**src/rtl/mips_multicycle_control.sv**
```systemverilog
// ----------------------------------------------------------------------------
// mips_multicycle_control
//
// Main control FSM for the multicycle MIPS datapath. It steps each instruction
// through fetch, decode, execute, memory and writeback. It drives every
// datapath mux select and write enable, and it produces the 2-bit ALUOp for
// the downstream ALU control decoder. Supported instructions are lw, sw,
// R-type, beq, j and addi. Memory accesses stall on the MemReady handshake.
//
// Ports
//   clk          in   system clock, rising edge
//   reset_n      in   asynchronous active-low reset
//   Op[5:0]      in   opcode IR[31:26], valid from DECODE onward
//   MemReady     in   memory completes the current access this cycle
//   PCWrite      out  unconditional PC load
//   PCWriteCond  out  PC load if ALU Zero
//   IorD         out  memory address select (0 = PC, 1 = ALUOut)
//   MemRead      out  memory read request
//   MemWrite     out  memory write request
//   IRWrite      out  instruction register load
//   MemtoReg     out  register write data (0 = ALUOut, 1 = MDR)
//   RegDst       out  destination register (0 = rt, 1 = rd)
//   RegWrite     out  register file write enable
//   ALUSrcA      out  ALU A input (0 = PC, 1 = register A)
//   ALUSrcB[1:0] out  ALU B input (B, 4, imm, imm<<2)
//   ALUOp[1:0]   out  00 = add, 01 = subtract, 10 = decode by funct
//   PCSource[1:0]out  00 = ALU result, 01 = ALUOut, 10 = jump target
//   IllegalOp    out  one-cycle pulse in DECODE on an unsupported opcode
//   State[3:0]   out  current state, for debug
// ----------------------------------------------------------------------------
module mips_multicycle_control #(
    parameter logic [5:0] OP_RTYPE = 6'b000000,
    parameter logic [5:0] OP_LW    = 6'b100011,
    parameter logic [5:0] OP_SW    = 6'b101011,
    parameter logic [5:0] OP_BEQ   = 6'b000100,
    parameter logic [5:0] OP_J     = 6'b000010,
    parameter logic [5:0] OP_ADDI  = 6'b001000
) (
    input  logic       clk,
    input  logic       reset_n,
    input  logic [5:0] Op,
    input  logic       MemReady,
    output logic       PCWrite,
    output logic       PCWriteCond,
    output logic       IorD,
    output logic       MemRead,
    output logic       MemWrite,
    output logic       IRWrite,
    output logic       MemtoReg,
    output logic       RegDst,
    output logic       RegWrite,
    output logic       ALUSrcA,
    output logic [1:0] ALUSrcB,
    output logic [1:0] ALUOp,
    output logic [1:0] PCSource,
    output logic       IllegalOp,
    output logic [3:0] State
);

    typedef enum logic [3:0] {
        S_RESET  = 4'd0,
        S_FETCH  = 4'd1,
        S_DECODE = 4'd2,
        S_MEMADR = 4'd3,
        S_MEMRD  = 4'd4,
        S_MEMWB  = 4'd5,
        S_MEMWR  = 4'd6,
        S_EXEC   = 4'd7,
        S_RWB    = 4'd8,
        S_BRANCH = 4'd9,
        S_JUMP   = 4'd10,
        S_ADDIEX = 4'd11,
        S_ADDIWB = 4'd12
    } state_t;

    state_t     r_state;
    logic [5:0] r_op;
    logic       w_opSupported;

    // The opcode is only checked against the supported set while in DECODE.
    // Every later decision uses the copy latched on the DECODE edge.
    assign w_opSupported = (Op == OP_RTYPE) || (Op == OP_LW)  || (Op == OP_SW) ||
                           (Op == OP_BEQ)   || (Op == OP_J)   || (Op == OP_ADDI);

    assign State = r_state;

    // State register and next-state logic. The three memory-facing states
    // (FETCH, MEMRD, MEMWR) hold until MemReady. All other states advance
    // unconditionally. The unused codes 13-15 fall back to FETCH.
    always_ff @(posedge clk or negedge reset_n) begin
        if (!reset_n) begin
            r_state <= S_RESET;
            r_op    <= '0;
        end else begin
            case (r_state)
                S_RESET:  r_state <= S_FETCH;
                S_FETCH:  if (MemReady) r_state <= S_DECODE;
                S_DECODE: begin
                    r_op <= Op;
                    if ((Op == OP_LW) || (Op == OP_SW)) r_state <= S_MEMADR;
                    else if (Op == OP_RTYPE)            r_state <= S_EXEC;
                    else if (Op == OP_BEQ)              r_state <= S_BRANCH;
                    else if (Op == OP_J)                r_state <= S_JUMP;
                    else if (Op == OP_ADDI)             r_state <= S_ADDIEX;
                    else                                r_state <= S_FETCH;
                end
                S_MEMADR: r_state <= (r_op == OP_SW) ? S_MEMWR : S_MEMRD;
                S_MEMRD:  if (MemReady) r_state <= S_MEMWB;
                S_MEMWB:  r_state <= S_FETCH;
                S_MEMWR:  if (MemReady) r_state <= S_FETCH;
                S_EXEC:   r_state <= S_RWB;
                S_RWB:    r_state <= S_FETCH;
                S_BRANCH: r_state <= S_FETCH;
                S_JUMP:   r_state <= S_FETCH;
                S_ADDIEX: r_state <= S_ADDIWB;
                S_ADDIWB: r_state <= S_FETCH;
                default:  r_state <= S_FETCH;
            endcase
        end
    end

    // Moore-style output decode from the current state. Reset drops the state
    // to RESET asynchronously, so every enable falls in the same cycle. The
    // FETCH enables follow MemReady combinationally, so the PC and IR load
    // only on the cycle the instruction word actually arrives.
    always_comb begin
        PCWrite     = 1'b0;
        PCWriteCond = 1'b0;
        IorD        = 1'b0;
        MemRead     = 1'b0;
        MemWrite    = 1'b0;
        IRWrite     = 1'b0;
        MemtoReg    = 1'b0;
        RegDst      = 1'b0;
        RegWrite    = 1'b0;
        ALUSrcA     = 1'b0;
        ALUSrcB     = 2'b00;
        ALUOp       = 2'b00;
        PCSource    = 2'b00;
        IllegalOp   = 1'b0;
        case (r_state)
            S_FETCH: begin
                MemRead = 1'b1;
                ALUSrcB = 2'b01;
                IRWrite = MemReady;
                PCWrite = MemReady;
            end
            S_DECODE: begin
                ALUSrcB   = 2'b11;
                IllegalOp = !w_opSupported;
            end
            S_MEMADR: begin
                ALUSrcA = 1'b1;
                ALUSrcB = 2'b10;
            end
            S_MEMRD: begin
                MemRead = 1'b1;
                IorD    = 1'b1;
            end
            S_MEMWB: begin
                RegWrite = 1'b1;
                MemtoReg = 1'b1;
            end
            S_MEMWR: begin
                MemWrite = 1'b1;
                IorD     = 1'b1;
            end
            S_EXEC: begin
                ALUSrcA = 1'b1;
                ALUOp   = 2'b10;
            end
            S_RWB: begin
                RegWrite = 1'b1;
                RegDst   = 1'b1;
            end
            S_BRANCH: begin
                ALUSrcA     = 1'b1;
                ALUOp       = 2'b01;
                PCWriteCond = 1'b1;
                PCSource    = 2'b01;
            end
            S_JUMP: begin
                PCWrite  = 1'b1;
                PCSource = 2'b10;
            end
            S_ADDIEX: begin
                ALUSrcA = 1'b1;
                ALUSrcB = 2'b10;
            end
            S_ADDIWB: begin
                RegWrite = 1'b1;
            end
            default: begin
            end
        endcase
    end

endmodule

```
**config.mk**
```make
export PLATFORM = sky130hd
export DESIGN_NAME = mips_multicycle_control
export DESIGN_NICKNAME = d
export VERILOG_FILES = /design/src/rtl/mips_multicycle_control.sv
export SDC_FILE = /design/constraint.sdc
export NUM_CORES = 1
export LEC_CHECK = 0
export BUFFER_PORTS_ARGS = -buffer_cell sky130_fd_sc_hd__buf_2
export CAP_MARGIN = 20
export CORE_MARGIN = 2
export CORE_UTILIZATION = 25
export CTS_BUF_LIST = sky130_fd_sc_hd__clkbuf_2 sky130_fd_sc_hd__clkbuf_4 sky130_fd_sc_hd__clkbuf_8
export DETAILED_ROUTE_END_ITERATION = 10
export GPL_ROUTABILITY_DRIVEN = 0
export PLACE_DENSITY = 0.48
export SLEW_MARGIN = 20
export SYNTH_ARGS = -nofsm -noshare
export SYNTH_HDL_FRONTEND = slang
export SYNTH_SLANG_ARGS = --single-unit
export TNS_END_PERCENT = 20
```
**constraint.sdc**
```tcl
create_clock -name clk -period 1.4 [get_ports clk]
set_input_delay 0.14 -clock clk [delete_from_list [all_inputs] [get_ports clk]]
set_output_delay 0.14 -clock clk [all_outputs]
set_load 0.1 [all_outputs]
```
* After elaboration in Yosys (flattened, before gate mapping)
Cells that the tools add are included.
** Storage, ports and cells
- Register bits :: 10
- Input port bits :: 9
- Output and inout port bits :: 21
- Logic and storage cells :: 61
** Operators by class
- Equality and inequality tests :: 21
- Mux-type cells :: 24
- Reduce and logical (&&, ||, !) cells :: 14
** Operators with widths (number)
- $mux 4 :: 8
- $pmux 4 s7 :: 1
- $eq 4x4->1 const B :: 5
- $eq 6x6->1 const B :: 3
- $eq 4x3->1 const B :: 4
- $mux 1 :: 10
- $eq 4x2->1 const B :: 2
- $pmux 2 s2 :: 2
- $eq 6x2->1 const B :: 1
- $eq 6x3->1 const B :: 1
- $eq 6x4->1 const B :: 1
- $logic_not 6->1 :: 1
- $logic_or 1x1->1 :: 6
- $ne 2x2->1 const B :: 3
- $pmux 2 s3 :: 1
- $reduce_or 2->1 :: 3
- $eq 4x1->1 const B :: 1
- $reduce_or 4->1 :: 1
- $reduce_and 3->1 :: 1
- $reduce_or 3->1 :: 1
- $mux 2 :: 1
- $pmux 1 s2 :: 1
- $logic_not 1->1 :: 1

* Longest topological paths before layout
Gate-level depths: netlist (run 1).
- Word-level depth :: 8
- Depth in mapped cells :: 6
- Gate-level depth less buffers :: 4

* Worst setup path after synthesis (run 1)
OpenSTA, ideal clock, no wires.
- Kind :: register -> output
- Start point :: register r_state[0], in the netlist State[0]
- End point :: output port ALUSrcB[1]
- Arrival :: 3.594 ns
- Slack :: -2.334 ns
- Stages on the path, launching flop included :: 4
- Path buffers :: 1
- Path through :: dfrtp_1 buf_2 nor2_1 nor3b_1
** On the way
- Longest elaborated chain between the ends :: 3
- Elaborated cells between the ends (all ways) :: 6
- Classes of those cells :: 4 x eq/ne; 1 x mux; 1 x reduce/logical
** RTL lines
- start: declaration :: line 76 : state_t r_state;
- start signal: assignment :: line 107 : S_MEMADR: r_state <= (r_op == OP_SW) ? S_MEMWR : S_MEMRD;
- $eq 4x4->1 or $eq 4x2->1 (tied branches) :: line 141 : case (r_state)
- $reduce_or 2->1 (no source line)
- $pmux 2 s3 * :: line 141
- end: declaration :: line 53 : output logic [1:0] ALUSrcB,
Every way passes the cells marked *; elsewhere a longest branch is shown, timed or not.

* Worst setup path after layout (run 1)
- Start point :: register r_state[3], in the netlist State[3]
- End point :: output port PCWrite
** On the way
- Longest elaborated chain between the ends :: 2
- Elaborated cells between the ends (all ways) :: 3
- Classes of those cells :: 2 x eq/ne; 1 x mux
** RTL lines
- $eq 4x4->1 or $eq 4x1->1 (tied branches) :: line 141
- $pmux 1 s2 * :: line 141
- end: declaration :: line 43 : output logic PCWrite,
Marks and branches as above.

==> results of run 1 <==
-- cells in the final DEF (no fill, tap or decap), types with 2 or more instances in the layout --
cell type,n
buf_12,21
buf_4,18
nor2_4,11
buf_6,9
buf_2,8
mux2_1,6
dfrtp_1,6
dfrtp_4,4
nand2_1,4
o21ai_0,4
nand2b_4,3
clkbuf_4,3
a21boi_4,2
inv_2,2
nor3_4,2
nor3_1,2
nor2_1,2
a21oi_1,2
a31oi_1,2
a21o_1,2
-- flip-flops by register name, summed over array words and instances (netlist names) --
| name | cells |
|---|---|
| r_op | 6 |
| State | 4 |
-- power by group through the flow --
stage | logic (W) | clock network (W) | registers [W]
floorplan | 0.00177 | 0 | 0.000776
global placement | 0.00297 | 0 | 0.000534
detailed placement | 0.00300 | 0 | 0.000546
CTS | 0.00323 | 0.000261 | 0.000540
global route | 0.00345 | 0.000279 | 0.000564
finish | 0.00332 | 0.000252 | 0.000546
-- metal layers --
layer  part of all wire (%)  vias to the layer above
li1                       -                      416
met1                     43                      387
met2                     53                       23
met3                    4.0                        0
met4                      0                        0
met5                      0                        -
-- cells by family after synthesis --
family,Yosys count,share of synthesized area (%)
AOI/OAI and AO/OA,22,21.0
xor gates and xnor gates,2,2.39
buffers and inverters,8,7.52
DFF,10,34.2
muxes,6,9.23
and+or+nand+nor,35,25.6
-- path summary, 6_finish.rpt --
kind / startpoint / to / slack (ns) / cells after the start
max: State[3] / PCWrite / -0.28 / 4
min: Op[4] / r_op[4] / 0.14 / 2
max reg2reg: State[3] / r_op[1] / -0.15 / 4
min reg2reg: r_op[4] / r_op[4] / 0.49 / 1
max in group asynchronous: reset_n / State[0] / 0.92 / 2
min in group asynchronous: reset_n / r_op[4] / 0.26 / 2
-- per-stage QoR --
stage | hold WS, ns | power [W]
2_1_floorplan | -0.156 | 0.00254
3_3_place_gp | 0.00668 | 0.00351
3_5_place_dp | 0.00873 | 0.00354
4_1_cts | 0.123 | 0.00403
5_1_grt | 0.121 | 0.00430
6_report | 0.136 | 0.00412
-- area by class of cell --
class,count,area (µm²),share of cell area (%)
inverter,2,7.51,0.438
multi-input combinational,65,643,37.5
clock buffer,4,36.3,2.12
sequential,10,265,15.5
timing repair buffer,58,722,42.1
tap,31,38.8,2.26
-- what timing repair did --
| action | 4_1_cts | 5_1_grt |
|---|---|---|
| hold buffers | 1 | 0 |
| endpoints found under the hold margin | 10 | 0 |
| setup endpoints to repair | 25 | 27 |
| resized for setup | 22 | 4 |
| setup buffers | 4 | 2 |
| pin swaps | 7 | 2 |
==> results.cfg, run 1 <==
[worst_hold_path]
hp-class = input port to register

[clock_tree]
clkTransAtPathRegs_ns = 0.07
clk_latency_ns = 0.26
cts_tree = done
root_buffer = clkbuf_4
numCtsBuffers = 3
cts.htree.levels = 1
cts_buffer_depth = 2
clock-sinks = 10

[cells_and_area]
final_util_pct = 62.1
drive_gt1_share_pct = 68.3
fin_nets = 149
fin_cells = 170
n_antenna_cell = 0
final_cell_area_mm2 = 0.00171
fillers = 232
area_growth_pct = 134

[place]
placed_area_mm2 = 0.00150
port_buffers = 29
hpwlAfterDp_um = 1810
dp.cells = 159
dp_slack_ns = -0.0953

[logic_synthesis]
synth.largest_area_cell = dfrtp_1
synth_top_area_share_pct = 34.2
yosysWarnings = 0
ys_seq_area_share_pct = 34.2
synth.avg_cell_area_um2 = 8.82
async_flop_share_pct = 100
synth_top_cells_by_count = nor2_1 (13), dfrtp_1 (10), mux2_1 (6)
synth.most_common_cell = nor2_1
syn_nets = 92
ys.flop_type = dfrtp_1
synth_edf_count = 0
synth_area_leaders = dfrtp_1 (34%), mux2_1 (9.2%), nor2_1 (6.7%), nand2b_1 (3.4%), buf_6 (3.1%)
synth-seq-cells = 10
syn-cell-area_um2 = 732
ys_types = 34
synth_cells = 83

[power]
power_leakage_nw = 0.708
vdd_ir_drop_max_mv = 1.93
swShare_pct = 52.4
p_seq_share_pct = 13.2
pwr-share-comb_pct = 80.6
intPower_w = 0.00196
power_density_mw_per_mm2 = 2410
power_frac_clock_pct = 6.1
switching_power_w = 0.00216

[setup_path]
slowest_delay_ns = 0.44
arrival_ns = 1.54
cp-start-kind = register
slowest_stage = dfrtp_4
critPathRequiredTime_ns = 1.26
cpLargestDelayFamily = flip-flops
crit_type = register to output port
cp_num_buf_inv = 2
cp_cell_sequence = buf_6 > or2b_4 > o22ai_4 > buf_12
path_max_fanout = 7
cp-end-kind = output port

[timing]
fin_ws_ns = -0.277
finalSetupViolations = 26
finalMaxSlewViolations = 0
max_freq_ghz = 0.596
finalCriticalPeriod_ns = 1.68
tightestPinTransition_ns = 0.337
finalHoldViolCount = 0
rsz0062_at_grt = yes
tns_ns = -4.76
max_slew_margin_pct = 77.3
skew_ns = 0.00695
period_share_pct = 120

[floorplan]
start_util_pct = 26.5
die_w_um = 58.1
placementRows = 19
dieArea_mm2 = 0.00338
dieHeight_um = 58.1
ios = 30
core_mm2 = 0.00276

[grt]
grt_pass1_wl_um = 3860
grt_pass1_vias = 861
grt_use_total_pct = 14.7
grt_start_max_net_pins = 11
grt_use_met2_pct = 26.6
groute.layer.met3.usage_pct = 2.23
top_usage_layer = met2
antenna_found_initial = 0
grt_util_met1_pct = 17.9
grt.overflow.total = 0

[status]
status = finished, violations left
violations = setup timing

[routing]
vias = 826
wl_per_cell_um = 13.3
dr.pass1.iters = 4
drc = 0
vias_per_cell = 4.86
wirelength_um = 2260
antenna_left = 0
drt_iter0_drc = 3

[flow_run]
maxCapViolations = 0
Power figures use the tool's default switching activity.
==> run 2: changes to the inputs <==
--- a/config.mk
+++ b/config.mk
@@ -13,5 +13,7 @@
 export DETAILED_ROUTE_END_ITERATION = 10
 export GPL_ROUTABILITY_DRIVEN = 0
+export GPL_TIMING_DRIVEN = 0
 export PLACE_DENSITY = 0.48
+export SETUP_SLACK_MARGIN = 0.02
 export SLEW_MARGIN = 20
 export SYNTH_ARGS = -nofsm -noshare
==> constraint.sdc (replaced) <==
create_clock -name clk -period 1.4 [get_ports clk]
set_input_delay 0.35 -clock clk [delete_from_list [all_inputs] [get_ports clk]]
set_output_delay 0.35 -clock clk [all_outputs]
set_load 0.1 [all_outputs]
==> run 2 against run 1 <==
Effect of this change: sequential power hardly changed; critical path depth is 1 higher; largest cell class is now multi-input gates; first-iteration DRC count grew to 5.0 times the previous value; the flow still finishes with violations (setup timing); routed wire length is 4.7% higher.
==> results.cfg, run 2 (synthesis results as in run 1) <==
[cells_and_area]
layout_common_cells = buf_12 (18), nor2_4 (9), buf_2 (9)
n_antenna_cell = 0
fillers = 240
regMostFlops = r_op
drive_gt1_share_pct = 68.8
largest_register_ffs = 6
final_common_cell = buf_12
area_growth_pct = 119
final_cell_area_mm2 = 0.00160
fin_nets = 138

[grt]
grt_pass1_vias = 784
grt_use_met2_pct = 26.0
grt_util_met1_pct = 19.7
grt_pass1_wl_um = 3900
grt_start_max_net_pins = 11
grt.overflow.total = 0
top_usage_layer = met2
groute.layer.met3.usage_pct = 1.56
grt_use_total_pct = 15.0
antenna_found_initial = 0

[routing]
vias_per_cell = 5.05
vias = 803
dr.pass1.iters = 4
drt_iter0_drc = 15
antenna_left = 0
drc = 0
wl_per_cell_um = 14.9
wirelength_um = 2370

[timing]
tightestPinTransition_ns = 0.491
max_freq_ghz = 0.497
hold_ws_ns = 0.347
finalSetupViolations = 29
finalCriticalPeriod_ns = 2.01
max_slew_margin_pct = 67.5
rsz0062_at_grt = yes
finalMaxSlewViolations = 0
fin_ws_ns = -0.610
skew_ns = 0.00640
finalHoldViolCount = 0
period_share_pct = 144

[power]
power_leakage_nw = 0.655
power_density_mw_per_mm2 = 2500
totalPowerFinal_w = 0.00401
vdd_ir_drop_max_mv = 1.98

[setup_path]
crit_type = register to output port
path_max_fanout = 8
cp-start-kind = register
ff2ff_setup_slack_ns = -0.26
timing.rr.start = State[2]
cp-end-kind = output port
reg2reg_depth = 6
arrival_ns = 1.66
regToRegEndpoint = r_op[2]
critPathRequiredTime_ns = 1.05

[floorplan]
ios = 30
dieHeight_um = 58.1
start_util_pct = 26.5
die_w_um = 58.1
dieArea_mm2 = 0.00338
placementRows = 19
core_mm2 = 0.00276

[clock_tree]
clk_latency_ns = 0.27
cts.htree.levels = 1
numCtsBuffers = 3
clock-sinks = 10
cts_buffer_depth = 2
clkTransAtPathRegs_ns = 0.07
root_buffer = clkbuf_4
cts_tree = done

[place]
port_buffers = 29
dp_slack_ns = -0.709
hpwlAfterDp_um = 1520
placed_area_mm2 = 0.00109

[flow_run]
maxCapViolations = 0

[worst_hold_path]
hold_end = r_op[4]
whs_path_depth = 2
hp-class = input port to register
holdCritStartpoint = Op[4]

[status]
violations = setup timing
status = finished, violations left
==> run 2: area by class of cell <==
cell class / count / area [µm²] / share of cell area, %
tap: 31 / 38.8 / 2.42
timing repair buffer: 41 / 534 / 33.3
sequential: 10 / 265 / 16.5
inverter: 2 / 7.51 / 0.468
clock buffer: 4 / 36.3 / 2.26
buffer: 6 / 83.8 / 5.23
multi-input combinational: 65 / 637 / 39.7
==> run 2: layer usage <==
metal | vias to the layer above | part of all wire, %
li1 | 392 | -
met1 | 380 | 43
met2 | 27 | 53
met3 | 4 | 3.0
met4 | 0 | 0.42
met5 | - | 0
==> run 2: how the worst max path moves through the flow <==
| stage | startpoint | endpoint | slack (ns) |
|---|---|---|---|
| 2_1_floorplan | State[2] | PCSource[0] | -0.88 |
| 3_3_place_gp | State[2] | IllegalOp | -0.71 |
| 3_5_place_dp | State[2] | IllegalOp | -0.71 |
| 4_1_cts | State[2] | PCSource[0] | -0.61 |
| 5_1_grt | State[2] | PCSource[0] | -0.66 |
| 6_report | State[2] | PCSource[0] | -0.61 |
==> run 2: what timing repair did <==
| item | 4_1_cts | 5_1_grt |
|---|---|---|
| hold buffers | 1 | 0 |
| gates resized for setup | 96 | 6 |
| endpoints found under the setup margin | 31 | 31 |
| setup buffers | 8 | 3 |
| hold endpoints to repair | 10 | 0 |
| pin swaps | 8 | 1 |
| cloned | 0 | 0 |
==> run 2: metrics by stage <==
| step | util [%] | TNS, ns | instances |
|---|---|---|---|
| 2_1_floorplan | - | -14.62 | 83 |
| 3_3_place_gp | 39.7 | -9.64 | 143 |
| 3_5_place_dp | 39.7 | -9.87 | 143 |
| 4_1_cts | 56.3 | -9.92 | 156 |
| 5_1_grt | 58.1 | -12.13 | 159 |
| 6_report | 58.1 | -10.49 | 159 |
==> run 2: report_power, final <==
part	internal [W]	total, W	switching, W
logic	0.00127	0.00319	0.00193
registers	0.000438	0.000549	0.000111
clock network	0.000158	0.000264	0.000106
total	0.00186	0.00401	0.00214
==> run 2: worst max-delay path, cell delays in order, from the launching register on <==
cell and delay, ns:
dfrtp_4 0.48, buf_8 0.14, or2b_4 0.33, nor2_4 0.16, buf_12 0.12, buf_12 0.16
